$ cat config.mk
export PLATFORM = sky130hd
export DESIGN_NAME = hdlc_tx
export DESIGN_NICKNAME = d
export VERILOG_FILES = /design/src/rtl/hdlc_pkg.sv /design/src/rtl/hdlc_tx_crc16s.sv /design/src/rtl/hdlc_tx.sv
export SDC_FILE = /design/constraint.sdc
export NUM_CORES = 1
export LEC_CHECK = 0
export BUFFER_PORTS_ARGS = -buffer_cell sky130_fd_sc_hd__buf_2
export CORE_ASPECT_RATIO = 2
export CORE_MARGIN = 3
export CORE_UTILIZATION = 60
export DETAILED_ROUTE_END_ITERATION = 12
export PLACE_DENSITY = 0.9
export SYNTH_ARGS = -nofsm -noshare
export SYNTH_HDL_FRONTEND = slang
export SYNTH_SLANG_ARGS = --single-unit
export TNS_END_PERCENT = 10
$ cat constraint.sdc
create_clock -name clk -period 3.04 [get_ports clk]
set_clock_uncertainty 0.15 [all_clocks]
set_input_delay 0.152 -clock clk [delete_from_list [all_inputs] [get_ports clk]]
set_output_delay 0.152 -clock clk [all_outputs]
set_load 0.01 [all_outputs]
$ cat src/rtl/hdlc_pkg.sv
// Shared HDLC framing types and constants, used by the transmitter and the planned receiver.
package hdlc_pkg;

    typedef enum logic [2:0] {IDLE, FLAG, DATA, FCS, CLOSE, ABORT} state_t;

    localparam logic [7:0]  HDLC_FLAG = 8'h7E;
    localparam logic [15:0] CRC_POLY  = 16'h8408;
    localparam logic [15:0] CRC_INIT  = 16'hFFFF;
    localparam logic [15:0] CRC_GOOD  = 16'hF0B8;
    localparam logic [2:0]  STUFF_RUN = 3'd5;

    function automatic logic [15:0] crc16_step(input logic [15:0] crc, input logic b);
        logic fb;
        fb = crc[0] ^ b;
        return (crc >> 1) ^ (fb ? CRC_POLY : 16'h0000);
    endfunction

endpackage

$ cat src/rtl/hdlc_tx_crc16s.sv
// Serial CRC-16/X.25 (reflected); one bit per en, result visible the cycle after.
// No backpressure: init has priority over en; the receiver checks for CRC_GOOD residual.
module crc16s
    import hdlc_pkg::*;
(
    input  logic        clk,
    input  logic        init,
    input  logic        en,
    input  logic        bit_in,
    output logic [15:0] crc
);

    logic [15:0] crc_q, crc_d;

    always_comb begin
        crc_d = crc_q;
        if (init) begin
            crc_d = CRC_INIT;
        end else if (en) begin
            crc_d = crc16_step(crc_q, bit_in);
        end
    end

    always_ff @(posedge clk) begin
        crc_q <= crc_d;
    end

    assign crc = crc_q;

endmodule

$ cat src/rtl/hdlc_tx.sv
// HDLC/AX.25 serial framer behind a 9-bit FIFO: one registered bit per ce, first flag bit one ce after a word is held.
// Prefetches one word via oe/ov whenever the holding register is free; underrun aborts. HDLC_NRZI_EN selects NRZI line coding.
module hdlc_tx
    import hdlc_pkg::*;
#(
    parameter int unsigned FLAGS = 2
) (
    input  logic       clk,
    input  logic       rst,
    input  logic       ce,
    input  logic [8:0] pdi,
    input  logic       empty,
    input  logic       ov,
    output logic       oe,
    output logic       sdo,
    output logic       busy,
    output logic       abort
);

    state_t      state_q, state_d;
    logic [8:0]  hold_q, hold_d;
    logic        hvld_q, hvld_d;
    logic        drop_q, drop_d;
    logic [7:0]  shreg_q, shreg_d;
    logic        eof_q, eof_d;
    logic [4:0]  bitcnt_q, bitcnt_d;
    logic [3:0]  flagcnt_q, flagcnt_d;
    logic [2:0]  ones_q, ones_d;
    logic        sdo_q, sdo_d;
    logic        abort_q, abort_d;
    logic        tx_bit, stuff, crc_init, crc_en;
    logic [15:0] crc;

    crc16s u_crc (
        .clk    (clk),
        .init   (crc_init),
        .en     (crc_en),
        .bit_in (shreg_q[0]),
        .crc    (crc)
    );

    assign oe    = ~rst & ~hvld_q & ~empty;
    assign sdo   = sdo_q;
    assign abort = abort_q;

    always_comb begin
        stuff  = 1'b0;
        tx_bit = 1'b1;
        busy   = (state_q != IDLE);
        case (state_q)
            FLAG, CLOSE: tx_bit = HDLC_FLAG[bitcnt_q[2:0]];
            DATA: begin
                stuff  = (ones_q == STUFF_RUN);
                tx_bit = stuff ? 1'b0 : shreg_q[0];
            end
            FCS: begin
                stuff  = (ones_q == STUFF_RUN);
                tx_bit = stuff ? 1'b0 : ~crc[bitcnt_q[3:0]];
            end
            default: tx_bit = 1'b1;
        endcase
    end

    always_comb begin
        state_d   = state_q;
        hold_d    = hold_q;
        hvld_d    = hvld_q;
        drop_d    = drop_q;
        shreg_d   = shreg_q;
        eof_d     = eof_q;
        bitcnt_d  = bitcnt_q;
        flagcnt_d = flagcnt_q;
        ones_d    = ones_q;
        sdo_d     = sdo_q;
        abort_d   = 1'b0;
        crc_init  = 1'b0;
        crc_en    = 1'b0;

        if (ov) begin
            hold_d = pdi;
            hvld_d = 1'b1;
        end
        // Remainder of an aborted frame is flushed up to and including its eof word.
        if (drop_q && hvld_q) begin
            hvld_d = 1'b0;
            if (hold_q[8]) begin
                drop_d = 1'b0;
            end
        end

        if (ce) begin
`ifdef HDLC_NRZI_EN
            sdo_d = tx_bit ? sdo_q : ~sdo_q;
`else
            sdo_d = tx_bit;
`endif
            if (!stuff && tx_bit && (state_q == DATA || state_q == FCS)) begin
                ones_d = ones_q + 3'd1;
            end else begin
                ones_d = 3'd0;
            end

            case (state_q)
                IDLE: begin
                    if (hvld_q && !drop_q) begin
                        state_d   = FLAG;
                        flagcnt_d = 4'(FLAGS);
                        bitcnt_d  = 5'd0;
                        crc_init  = 1'b1;
                    end
                end
                FLAG: begin
                    bitcnt_d = bitcnt_q + 5'd1;
                    if (bitcnt_q == 5'd7) begin
                        bitcnt_d = 5'd0;
                        if (flagcnt_q == 4'd1) begin
                            state_d = DATA;
                            shreg_d = hold_q[7:0];
                            eof_d   = hold_q[8];
                            hvld_d  = 1'b0;
                        end else begin
                            flagcnt_d = flagcnt_q - 4'd1;
                        end
                    end
                end
                DATA: begin
                    if (!stuff) begin
                        crc_en   = 1'b1;
                        shreg_d  = {1'b0, shreg_q[7:1]};
                        bitcnt_d = bitcnt_q + 5'd1;
                        if (bitcnt_q == 5'd7) begin
                            bitcnt_d = 5'd0;
                            if (eof_q) begin
                                state_d = FCS;
                            end else if (hvld_q) begin
                                shreg_d = hold_q[7:0];
                                eof_d   = hold_q[8];
                                hvld_d  = 1'b0;
                            end else begin
                                state_d = ABORT;
                                abort_d = 1'b1;
                                drop_d  = 1'b1;
                            end
                        end
                    end
                end
                FCS: begin
                    // A run of five ones at the end of the FCS still needs its stuffed zero before the flag.
                    if (stuff) begin
                        if (bitcnt_q[4]) begin
                            state_d  = CLOSE;
                            bitcnt_d = 5'd0;
                        end
                    end else begin
                        bitcnt_d = bitcnt_q + 5'd1;
                        if (bitcnt_q == 5'd15 && ones_d != STUFF_RUN) begin
                            state_d  = CLOSE;
                            bitcnt_d = 5'd0;
                        end
                    end
                end
                CLOSE, ABORT: begin
                    bitcnt_d = bitcnt_q + 5'd1;
                    if (bitcnt_q == 5'd7) begin
                        state_d  = IDLE;
                        bitcnt_d = 5'd0;
                    end
                end
                default: state_d = IDLE;
            endcase
        end
    end

    always_ff @(posedge clk) begin
        if (rst) begin
            state_q   <= IDLE;
            hold_q    <= '0;
            hvld_q    <= 1'b0;
            drop_q    <= 1'b0;
            shreg_q   <= '0;
            eof_q     <= 1'b0;
            bitcnt_q  <= '0;
            flagcnt_q <= '0;
            ones_q    <= '0;
            sdo_q     <= 1'b1;
            abort_q   <= 1'b0;
        end else begin
            state_q   <= state_d;
            hold_q    <= hold_d;
            hvld_q    <= hvld_d;
            drop_q    <= drop_d;
            shreg_q   <= shreg_d;
            eof_q     <= eof_d;
            bitcnt_q  <= bitcnt_d;
            flagcnt_q <= flagcnt_d;
            ones_q    <= ones_d;
            sdo_q     <= sdo_d;
            abort_q   <= abort_d;
        end
    end

endmodule
Word-level counts from Yosys, hierarchy flattened
Memory sizes are Yosys's and may differ from the RTL's. A register that Yosys moved wholly into a read port is not among the register bits.
Cells that the tools add are included.
{"block": "word_totals", "reg_bits": 53, "rom_bits": 8, "in_bits": 14, "output_inout_bits": 4, "n_memories": 1}
{"name": "(name not given)", "depth": 8, "width": 1, "rd": 1, "rd_clocked_by_memory_dff": 1, "write_ports": 0, "line_no": "hdlc_tx.sv:51", "text": "FLAG, CLOSE: tx_bit = HDLC_FLAG[bitcnt_q[2:0]];"}
{"block": "op_classes", "n_addsub": 3, "order_cmp": 2, "n_eq_ne": 20, "mux": 74, "bitwise_logic": 11, "n_reduce_logical": 24}
{"cell": "8-bit 2-to-1 mux", "n": 6}
{"cell": "3-bit 2-to-1 mux", "n": 15}
{"cell": "1-bit 2-to-1 mux", "n": 35}
{"cell": "5-bit 2-to-1 mux", "n": 5}
{"cell": "5-bit case mux with 4 select lines", "n": 1}
{"cell": "16-bit 2-to-1 mux", "n": 1}
{"cell": "4-bit 2-to-1 mux", "n": 4}
{"cell": "8-bit case mux with 2 select lines", "n": 1}
{"cell": "15-bit by 16-bit bitwise XOR with 16-bit output", "n": 1}
{"cell": "3-bit case mux with 5 select lines", "n": 1}
{"cell": "5-bit AND reduction", "n": 3}
{"cell": "2-bit inequality test, second input constant", "n": 6}
{"cell": "10-bit AND reduction", "n": 1}
{"cell": "3-bit equality test, second input constant", "n": 3}
{"cell": "3-bit inequality test, second input constant", "n": 3}
{"cell": "4-bit case mux with 2 select lines", "n": 1}
{"cell": "1-bit NOT", "n": 7}
{"cell": "3-bit by 2-bit equality test with 1-bit output, second input constant", "n": 2}
{"cell": "6-bit AND reduction", "n": 1}
{"cell": "2-bit OR reduction", "n": 3}
{"cell": "6-bit OR reduction", "n": 1}
{"cell": "5-bit by 1-bit adder with 5-bit output, second input constant", "n": 1}
{"cell": "5-bit by 3-bit equality test with 1-bit output, second input constant", "n": 1}
{"cell": "5-bit by 4-bit equality test with 1-bit output, second input constant", "n": 1}
{"cell": "other kinds (22)", "n": 30}

Longest topological paths before layout
Gate-level depths: netlist of the first run.
{"block": "depth", "ltp_word": 16, "mapped_depth": 10, "ltp_nobuf": 9}

By module
From an unflattened synthesis of the first run, not the netlist that was laid out.
{"block": "unflattened", "cells_unflattened": 320, "area_unflattened_um2": 2842.7}
{"module": "hdlc_tx", "instances": 1, "cells_per_inst": 264, "area_per_inst_um2": 2202.1}
{"module": "crc16s", "instances": 1, "cells_per_inst": 56, "area_per_inst_um2": 640.6}

Least setup slack after synthesis of the first run
OpenSTA, ideal clock, no wires.
{"block": "synth_path", "path_kind": "register -> register", "start": "reg bitcnt_q[2]", "end": "reg bitcnt_q[4]", "t_arrival_ns": 2.188, "required_time_ns": 2.819, "slack_ns": 0.632, "stages_incl_launch_ff": 9, "n_path_buf": 1, "synth_period_minus_slack_ns": 2.408, "cell_sequence": "dfxtp_1 buf_6 mux4_2 mux2_2 a22o_1 o21ai_4 nor2_1 or3_1 a21oi_1"}
{"block": "synth_via", "elab_chain_len": 14, "elab_cells_between_ends": 19}
{"element": "start, declared", "line_no": "hdlc_tx.sv:26", "text": "logic [4:0] bitcnt_q, bitcnt_d;"}
{"element": "start signal, assigned", "line_no": "hdlc_tx.sv:194", "text": "bitcnt_q <= bitcnt_d;"}
{"element": "1-bit binary-select mux with 4-bit select", "line_no": "hdlc_tx.sv:58", "text": "tx_bit = stuff ? 1'b0 : ~crc[bitcnt_q[3:0]];"}
{"element": "1-bit 2-to-1 mux (implied by the code)", "line_no": "hdlc_tx.sv:58"}
{"element": "1-bit NOT", "line_no": "hdlc_tx.sv:58"}
{"element": "1-bit 2-to-1 mux", "line_no": "hdlc_tx.sv:58"}
{"element": "1-bit case mux with 3 select lines", "line_no": "hdlc_tx.sv:50", "text": "case (state_q)"}
{"element": "1-bit logical AND (2 in a row)", "line_no": "hdlc_tx.sv:97", "text": "if (!stuff && tx_bit && (state_q == DATA || state_q == FCS)) begin"}
{"element": "3-bit 2-to-1 mux", "line_no": "hdlc_tx.sv:97"}
{"element": "3-bit 2-to-1 mux", "line_no": "hdlc_tx.sv:91", "text": "if (ce) begin"}
{"element": "3-bit inequality test", "line_no": "hdlc_tx.sv:156", "text": "if (bitcnt_q == 5'd15 && ones_d != STUFF_RUN) begin"}
{"element": "1-bit logical AND", "line_no": "hdlc_tx.sv:156"}
{"element": "5-bit 2-to-1 mux", "line_no": "hdlc_tx.sv:156"}
{"element": "5-bit 2-to-1 mux", "line_no": "hdlc_tx.sv:149", "text": "if (stuff) begin"}
{"element": "5-bit case mux with 4 select lines *", "line_no": "hdlc_tx.sv:103", "text": "case (state_q)"}
Every way passes the cells marked *; elsewhere a longest branch is shown, timed or not. The select of a mux whose other input is x is not followed.
A chain may end at the register's enable or synchronous reset.

Worst setup path in the final report of the first run
{"block": "layout_path", "start": "reg state_q[0]", "end": "reg flagcnt_q[3]"}
{"block": "layout_via", "elab_chain_len": 3, "elab_cells_between_ends": 8}
{"element": "start, declared", "line_no": "hdlc_tx.sv:20", "text": "state_t state_q, state_d;"}
{"element": "start signal, assigned", "line_no": "hdlc_tx.sv:188", "text": "state_q <= state_d;"}
{"element": "3-bit by 1-bit equality test with 1-bit output or 3-bit logical NOT (tied branches)", "line_no": "hdlc_tx.sv:103"}
{"element": "2-bit inequality test (no source line) or 2-bit nonzero test (tied branches)"}
{"element": "5-bit AND reduction (no source line)"}
{"element": "end signal, assigned", "line_no": "hdlc_tx.sv:195", "text": "flagcnt_q <= flagcnt_d;"}
{"element": "end, declared", "line_no": "hdlc_tx.sv:27", "text": "logic [3:0] flagcnt_q, flagcnt_d;"}
Parallel ways exist; a longest one is shown, timed or not.

==> results of run 1 <==
[logic make-up after synthesis]
| family | after synthesis |
|---|---|
| AO/OA/AOI/OAI | 55 |
| XOR/XNOR | 6 |
| adder cells (fa/ha/maj) | 6 |
| buffers and inverters | 27 |
| flip-flops | 54 |
| multiplexers | 27 |
| AND/OR/NAND/NOR | 144 |
[power groups by stage]
stage,registers (mW),logic (mW),clock network (mW)
after floorplan,0.826,0.220,0
after global placement,0.849,0.262,0
after detailed placement,0.851,0.271,0
after CTS,0.834,0.281,0.488
after global routing,0.845,0.321,0.510
final,0.835,0.282,0.471
[registers in the layout, summed over array words and instances, names as in the netlist, named ones only]
| name | cells |
|---|---|
| u_crc.crc | 16 |
| hvld_q | 1 |
| state_q | 3 |
| eof_q | 1 |
| drop_q | 1 |
| shreg_q | 8 |
| hold_q | 9 |
| bitcnt_q | 5 |
| ones_q | 3 |
| flagcnt_q | 4 |
| abort | 1 |
| sdo | 1 |
[synth_stat cells, drive strengths merged (2+ instances only)]
library cell  instances
dfxtp                54
o21ai                 7
mux2                  2
nand2b                7
xnor2                 2
nor3                  9
clkbuf               12
mux4                  3
xor2                  4
nor2                 41
inv                  11
nor2b                 5
a21oi                15
nor4                  2
nand3                18
nand2                49
mux2i                22
a21o                  3
a211oi                9
a2bb2oi               3
o211ai                3
nand4                 2
o31ai                 2
buf                   4
ha                    6
a2111o                2
and3                  3
[stage by stage]
step	setup slack (ps)	area, um2	power [mW]	instances	hold slack (ps)
after CTS	480.7	3015	1.604	396	5.395
after floorplan	631.8	2688	1.046	319	149.1
after detailed placement	514.9	2819	1.122	379	246.6
final	486.2	3015	1.588	396	17.47
after global routing	209.0	3015	1.676	396	55.44
after global placement	495.6	2819	1.111	379	235.5
[per-layer routing]
| metal | track usage | up-vias | share of wire |
|---|---|---|---|
| met1 | 0.2749 | 1104 | 0.40 |
| met4 | 0.1555 | 0 | 0.045 |
| met3 | 0.03556 | 19 | 0.028 |
| met2 | 0.4295 | 53 | 0.53 |
| met5 | 0 | - | 0 |
| li1 | - | 1165 | - |
[path summary, 6_finish.rpt]
check / start / endpoint / depth (start not counted)
hold / removal: rst / sdo / 3
setup / recovery: state_q[0] / flagcnt_q[3] / 7
setup reg to reg: state_q[0] / flagcnt_q[3] / 7
hold reg to reg: eof_q / eof_q / 2
[final cells by class]
cell class / instances / area (um2)
Sequential cell: 54 / 1081
Multi-Input combinational cell: 238 / 1494
Inverter: 11 / 41.29
Clock inverter: 1 / 30.03
Tap cell: 52 / 65.06
Clock buffer: 7 / 76.32
Fill cell: 364 / 1196
Timing Repair Buffer: 33 / 227.7
[worst max-delay path, delay by kind of cell, from the launching register on]
| kind | cells | cell delay [ps] |
|---|---|---|
| compound gates | 2 | 1030 |
| xor+xnor | 1 | 190 |
| flops | 1 | 580 |
| simple gates | 4 | 520 |
==> impl_metrics.yaml, run 1 <==
run_status:
  status: "completed"
timing:
  fmax_ghz: 0.3916
  setup_viol: 0
  fin_crit_sh: 0.8401
  fin_crit_ps: 2554
  rsz0062_at_grt: "false"
  finalMaxSlewViolations: 0
  hold_violations: 0
  slew_headroom: 0.3450
  final.setup.tns_ps: 0
  tightest_slew_ps: 982.5
logic_synthesis:
  yosys-top-cells-area: "dfxtp_1 40%, mux2i_1 8.2%, nand2_1 6.8%"
  synth_edf_count: 0
  synth_xor_xnor_area_share: 0.01955
  synth_top_family_by_area: "simple AND/OR/NAND/NOR gates"
  synth_compound_area_frac: 0.1457
  yosys.area_share.simple: 0.2472
  synthesis.nets: 339
  synthArstFlopShare: 0
  ys_seq_area_frac: 0.4022
  synth_area_per_cell_um2: 8.425
  synth_ff_type: "dfxtp_1"
  ys_warn_count: 0
  yosysUniqueCellTypes: 53
  synth-seq-cells: 54
  synth_top_cell_by_area: "dfxtp_1"
  synthMuxAreaShare: 0.1155
  syn_inst: 319
  syn_area_um2: 2688
  synth.top_cell.area_share: 0.4022
  yosys.area_share.adder: 0.02793
clocking:
  cts_resized: 0
  ctsRootBufferMaster: "clkbuf_8"
  postCtsSetupBuffers: 0
  cts_tree: "done"
  ctsHoldBuffers: 9
  clk_pin_slew_ps: 100
  ctsHtreeMaxLevel: 2
  numCtsBuffers: 5
  clockBufferDepth: 2
  cts.sinks: 54
  worstSkewPairLatency_ps: 310
critical_path:
  path_class: "reg2reg"
  path_cells: "nand2b_1 > a211oi_1 > nor2_1 > a211oi_1 > nand2_1 > xor2_1 > nor3_1"
  end_kind: "flop"
  start_kind: "flop"
  worst_path_largest_cell_delay_ps: 610
  cp_common_cell: "a211oi_1"
  crit_arrival_ps: 2640
  cp_slowest_cell: "a211oi_1"
  r2r_slack_ps: 490
  cp_data_required_time_ps: 3120
  path_max_fanout: 12
power_and_ir_drop:
  pwr-share-clk: 0.296
  power_frac_comb: 0.178
  p_leak_nw: 1.229
  switching_share: 0.2753
  p_seq_frac: 0.526
  switchingPower_uw: 437.1
  p_int_mw: 1.151
  power_density_nw_per_um2: 526.6
  ir_worst_vdd_uv: 526.8
detailed_routing:
  vias_per_cell: 5.912
  ant_nets: 0
  dr.pass1.iters: 4
  drc: 0
  routed_wirelength_mm: 5.876
  drt_iter0_drc: 49
  wl_per_cell_um: 14.84
  num_vias: 2341
floorplan:
  core_um2: 4212
  die_w_um: 53.33
  pin_count: 18
  die_y_um: 100.7
  row_count: 33
  start_util: 0.6381
  die_area_um2: 5367
worst_hold_path:
  hp-class: "in2reg"
global_route:
  overflow: 0
  grtUsageTotal: 0.2502
  antenna_found_initial: 0
  grt_pass1_wl_mm: 10.15
  grt_max_degree: 36
  grt_pass1_vias: 2342
layout:
  final_common_cell: "dfxtp_1"
  fin_nets: 363
  num_antenna_cells: 0
  mostFrequentLayoutCells: "54 x dfxtp_1, 49 x nand2_1, 41 x nor2_1, 22 x mux2i_1, 18 x nand3_1"
  drive_gt1_frac: 0.1163
  post-route-util: 0.7160
  area_growth_pct: 12.20
run:
  max_cap_violations: 0
place:
  gp_congestion: 0.9551
  io_buffers: 17
  dp_hpwl_mm: 4.217
No activity file was read; power rests on OpenSTA's default activity.
==> inputs of run 2 (changes only) <==
- ABC_AREA: not set -> 1
- CORE_UTILIZATION: 60 -> 54
- PLACE_DENSITY: 0.9 -> 0.86
- clock period: 3.04 -> 2.3 ns (I/O delays scaled with it)
==> run 2 against run 1 <==
  * Synthesized area grew 0.98%
  * Count of clock-buffer cells in the layout unchanged
  * Maximum frequency grew 12%
  * Sequential power rose by 62%
  * Core utilization decreased by 5.8 points
  * Power increased by 100%
  * Combinational power increased to 4.8 times the previous value
  * Sequential cell count is the same
  * Clock power rose by 16%
  * Setup slack worse by 470 ps
  * Sequential share of layout area decreased by 0.95 points
  * Critical path depth is 2 higher
  * Critical path type unchanged
  * Largest cell class unchanged
  * Largest power group unchanged
==> impl_metrics.yaml, run 2 <==
timing:
  slew_headroom: 0.5517
  tightest_slew_ps: 671.7
  fin_crit_sh: 0.9941
  finalMaxSlewViolations: 0
  layout_setup_ws_ps: 13.63
  fin_crit_ps: 2286
  fmax_ghz: 0.4374
  rsz0062_at_grt: "true"
  setup_viol: 0
  hold_violations: 0
detailed_routing:
  top_layer_used: "met4"
  wl_met2_mm: 3.564
  routed_wirelength_mm: 6.302
  dr.pass1.iters: 4
  vias_per_cell: 5.500
  drt_iter0_drc: 82
  ant_nets: 0
  wl_per_cell_um: 13.35
  drc: 0
  wl_met1_mm: 2.231
  num_vias: 2596
  dr_wl_met3_um: 177
critical_path:
  critPathBufInv: 0
  crit_arrival_ps: 2330
  path_max_fanout: 6
  cp_slowest_cell: "dfxtp_1"
  end_kind: "flop"
  path_cells: "ha_1 > nand2_1 > nor3_4 > nor2_2 > or2_0 > nor4b_2 > nand2_2 > o21ai_0 > a21oi_1"
  worst_path_largest_cell_delay_ps: 360
  cp_data_required_time_ps: 2350
  start_kind: "flop"
  path_class: "reg2reg"
  crit_family: "simple AND/OR/NAND/NOR gates"
power_and_ir_drop:
  power_frac_comb: 0.414
  switching_share: 0.4019
  power_density_nw_per_um2: 1038
  switchingPower_mw: 1.299
  pwr-share-clk: 0.169
  p_leak_nw: 1.417
  ir_worst_vdd_uv: 830.0
  p_int_mw: 1.933
  p_seq_frac: 0.417
  power_mw: 3.232
global_route:
  overflow: 0
  grt_pass1_wl_mm: 10.91
  antenna_found_initial: 0
  grtUsageTotal: 0.2240
  grt_pass1_vias: 2642
  grt_max_degree: 27
layout:
  largest_register_ff_count: 16
  final_common_cell: "nand2_1"
  area_growth_pct: 14.66
  num_antenna_cells: 0
  mostFrequentLayoutCells: "89 x nand2_1, 52 x dfxtp_1, 47 x inv_1, 40 x nor2_1, 22 x o21ai_0"
  fill_cells: 388
  fin_nets: 436
  drive_gt1_frac: 0.1607
clocking:
  worstSkewPairLatency_ps: 310
  ctsRootBufferMaster: "clkbuf_8"
  numCtsBuffers: 5
  cts.sinks: 54
  cts_tree: "done"
  ctsHtreeMaxLevel: 2
  clk_pin_slew_ps: 100
  clockBufferDepth: 2
logic_synthesis:
  yosysUniqueCellTypes: 36
  synthesis.nets: 400
  synthArstFlopShare: 0
  synth-seq-cells: 54
  synth_area_per_cell_um2: 7.142
  synth_edf_count: 0
  ys_seq_area_frac: 0.3983
  synth_common_cells: "90 x nand2_1, 54 x dfxtp_1, 48 x inv_1, 43 x nor2_1, 22 x o21ai_0"
  synth.top_cell.area_share: 0.3983
  syn_inst: 380
  ys_warn_count: 0
  syn_area_um2: 2714
  synth_top_cell_by_area: "dfxtp_1"
  yosysMostFrequentCell: "nand2_1"
  yosys-top-cells-area: "dfxtp_1 40%, nand2_1 12%, inv_1 6.6%"
  synth_ff_type: "dfxtp_1"
place:
  io_buffers: 17
  gp_congestion: 0.8720
  dp_hpwl_mm: 4.609
  post-place-ws_ps: 85.19
floorplan:
  start_util: 0.5738
  core_um2: 4730
  die_w_um: 56.13
  die_y_um: 106.3
  die_area_um2: 5964
  pin_count: 18
  row_count: 35
run_status:
  status: "completed"
worst_hold_path:
  hp-class: "in2reg"
run:
  max_cap_violations: 0
## run 2: kinds of logic (layout without fill, tap and decap cells)
kind of cell / Yosys count / after routing / synth area share
simple gates: 178 / 178 / 0.2946
compound gates: 72 / 72 / 0.1604
buf+inv: 64 / 101 / 0.09958
flops: 54 / 54 / 0.3983
fa+ha+maj: 6 / 6 / 0.02766
xor+xnor: 6 / 6 / 0.01936
## run 2: path summary, 6_finish.rpt
check                           cells past startpoint          to  slack [ps]        start
worst max-delay path                                9  state_q[2]          10  bitcnt_q[0]
worst min-delay path                                2  shreg_q[7]           7          rst
worst max register to register                      9  state_q[2]          10  bitcnt_q[0]
worst min register to register                      2  shreg_q[7]         320   shreg_q[7]
## run 2: layer usage
metal	global-route usage	up-vias
met5	0	-
met4	0.1409	0
met3	0.02673	30
met2	0.4338	60
met1	0.2122	1209
li1	-	1297
## run 2: power groups by stage
stage	clock [mW]	combinational [mW]	sequential [mW]
after floorplan	0	0.969	1.32
after global placement	0	1.19	1.35
after detailed placement	0	1.23	1.35
after CTS	0.546	1.25	1.34
after global routing	0.585	1.51	1.38
final	0.547	1.34	1.35
## run 2: layout make-up
type                            count  area (um2)  area share
Sequential cell                    54        1086      0.3490
Tap cell                           55       68.82     0.02212
Multi-Input combinational cell    262        1384      0.4447
Inverter                           54       202.7     0.06514
Timing Repair Buffer               39       279.0     0.08967
Clock buffer                        7       86.33     0.02774
Clock inverter                      1       5.005    0.001608
## run 2: worst register-to-register path, delay by kind of cell, from the launching register on
family	cells	cell delay (ps)
simple gates	6	1190
flops	1	360
compound gates	2	300
fa+ha+maj	1	180
## run 2: through the flow
step | hold slack, ps | cell area, um2 | std cells | utilization | setup TNS [ps]
floorplan | 99.90 | 2714 | 380 | - | 0
detailed placement | 194.7 | 2853 | 449 | 0.6032 | 0
global placement | 185.2 | 2853 | 449 | 0.6032 | 0
global route | 18.80 | 3112 | 472 | 0.6579 | -207.6
CTS | 4.273 | 3044 | 467 | 0.6437 | 0
finish | 6.856 | 3112 | 472 | 0.6579 | 0
## run 2: what timing repair did
action	CTS	global route
endpoints found under the setup margin	0	28
hold buffers	10	0
buffers inserted	0	5
gates resized for setup	0	11
endpoints found under the hold margin	11	0
==> inputs of run 3 (changes only) <==
- CORE_UTILIZATION: 54 -> 60
- PLACE_DENSITY: 0.86 -> 0.9
- clock period: 2.3 -> 2.16 ns (I/O delays scaled with it)
==> run 3 against run 2 <==
  * The flow now finishes with violations (setup timing)
  * Sequential power is 7% higher
  * Critical path depth is 9 higher
  * Non-clock buffer count is 11 higher
  * Sequential share of layout area is 2.3 points lower
  * Global-route usage is 4.9 points higher
  * First-iteration DRC count is 3.7% higher
  * Clock power is 15% higher
  * Power is 14% higher
  * Core utilization is 12 points higher
  * Critical path type unchanged
  * Highest routed layer unchanged
==> impl_metrics.yaml, run 3 (synthesis results as in run 2) <==
run_status:
  status: "finished, violations left"
  violations: "setup timing"
layout:
  final_common_cell: "nand2_1"
  area_growth_pct: 23.65
  drive_gt1_frac: 0.2383
  fill_cells: 281
  largest_register_ff_count: 16
  num_antenna_cells: 0
  seqCellArea_um2: 1095
  fin_nets: 447
  mostFrequentLayoutCells: "77 x nand2_1, 47 x dfxtp_1, 46 x inv_1, 40 x nor2_1, 20 x o21ai_0"
  multiInputGateArea_um2: 1491
critical_path:
  path_cells: "inv_4 > nor2_4 > inv_2 > nor2_4 > inv_4 > nor2_4 > nand2_2 > nand2_4 > nand3_4 > nand2_4 > nand2_4 > nand2_4 > nand2_2 > nand2_2 > nand2_2 > nand2_1 > nand2_1 > nand2_1"
  r2r_slack_ps: -110
  crit_family: "simple AND/OR/NAND/NOR gates"
  path_class: "reg2reg"
  critPathBufInv: 3
  cp-startpoint: "state_q[1]"
  end_kind: "flop"
  path_max_fanout: 5
  worst_path_largest_cell_delay_ps: 380
  reg2regPathDepth: 18
  cp_data_required_time_ps: 2270
  crit_arrival_ps: 2380
  cp.depth: 18
  r2r-start: "state_q[1]"
  cp_slowest_cell: "dfxtp_4"
  start_kind: "flop"
detailed_routing:
  ant_nets: 0
  drt_iter0_drc: 85
  dr.pass1.iters: 5
  wl_per_cell_um: 15.99
  drc: 0
  num_vias: 2800
  vias_per_cell: 5.809
  routed_wirelength_mm: 7.706
timing:
  fin_crit_ps: 2268
  hold_violations: 0
  layout_setup_ws_ps: -108.2
  setup_viol: 3
  finalMaxSlewViolations: 0
  rsz0062_at_grt: "true"
  slew_headroom: 0.4867
  fin_crit_sh: 1.050
  tightest_slew_ps: 769.1
  fmax_ghz: 0.4409
  final.setup.tns_ps: -180.2
floorplan:
  start_util: 0.6254
  die_w_um: 53.56
  row_count: 34
  pin_count: 18
  die_y_um: 101.1
  core_um2: 4339
  die_area_um2: 5415
worst_hold_path:
  hp-class: "in2reg"
clocking:
  ctsHtreeMaxLevel: 2
  cts.sinks: 54
  ctsRootBufferMaster: "clkbuf_8"
  numCtsBuffers: 5
  clockBufferDepth: 2
  clk_pin_slew_ps: 110
  cts_tree: "done"
  worstSkewPairLatency_ps: 320
run:
  max_cap_violations: 0
place:
  dp_hpwl_mm: 4.623
  io_buffers: 17
  gp_congestion: 0.8618
  post-place-ws_ps: 16.07
power_and_ir_drop:
  ir_worst_vdd_uv: 666.7
  p_leak_nw: 1.505
  power_density_nw_per_um2: 1098
global_route:
  grt_pass1_wl_mm: 11.05
  antenna_found_initial: 0
  overflow: 0
  grtUsageTotal: 0.2728
  grt_max_degree: 27
  grt_pass1_vias: 2552
==> run 3: worst min path at each step <==
stage	cells past startpoint	start	slack (ps)	end
after floorplan	2	pdi[8]	90	hold_q[8]
after global placement	3	pdi[5]	180	hold_q[5]
after detailed placement	3	pdi[8]	190	hold_q[8]
after CTS	3	ov	20	hold_q[8]
after global routing	3	ov	70	hold_q[1]
final	3	ov	30	hold_q[8]
==> run 3: metrics by stage <==
step	hold slack, ps	power, mW	utilization	cell area [um2]	std cells
2_1_floorplan	92.90	2.436	-	2714	380
3_5_place_dp	185.2	2.822	0.6716	2914	453
6_report	27.96	3.685	0.7734	3356	482
3_3_place_gp	177.1	2.773	0.6716	2914	453
4_1_cts	16.78	3.459	0.7212	3129	472
5_1_grt	66.77	3.917	0.7734	3356	482
==> run 3: area by class of cell <==
type,count,share of cell area
multi-input cells,262,0.4444
flip-flops and latches,54,0.3262
repair buffers,50,0.1160
inverters,54,0.06264
clock buffers,6,0.02461
well taps,54,0.02013
clock inverters,2,0.005966
==> run 3: repair_timing <==
action | CTS | global route
hold buffers | 11 | 0
pin swaps | 0 | 17
setup buffers | 0 | 10
gates resized for setup | 2 | 49
hold endpoints to repair | 16 | 0
setup endpoints to repair | 1 | 22
==> run 3: power by group <==
part | total (mW) | internal, mW | switching [mW]
clock | 0.628 | 0.273 | 0.355
sequential | 1.45 | 1.26 | 0.182
combinational | 1.61 | 0.641 | 0.970
total | 3.68 | 2.18 | 1.51
==> run 3: tightest hold or removal path, cell delays in order <==
cell	delay [ps]
buf_2	190
o21ai_0	100
nor2_1	70
==> run 3: layer usage <==
layer	global-route usage	up-vias	wire length [um]
li1	-	1331	-
met1	0.2730	1306	2627
met2	0.5109	117	4257
met3	0.03704	46	342
met4	0.1417	0	478
met5	0	-	0
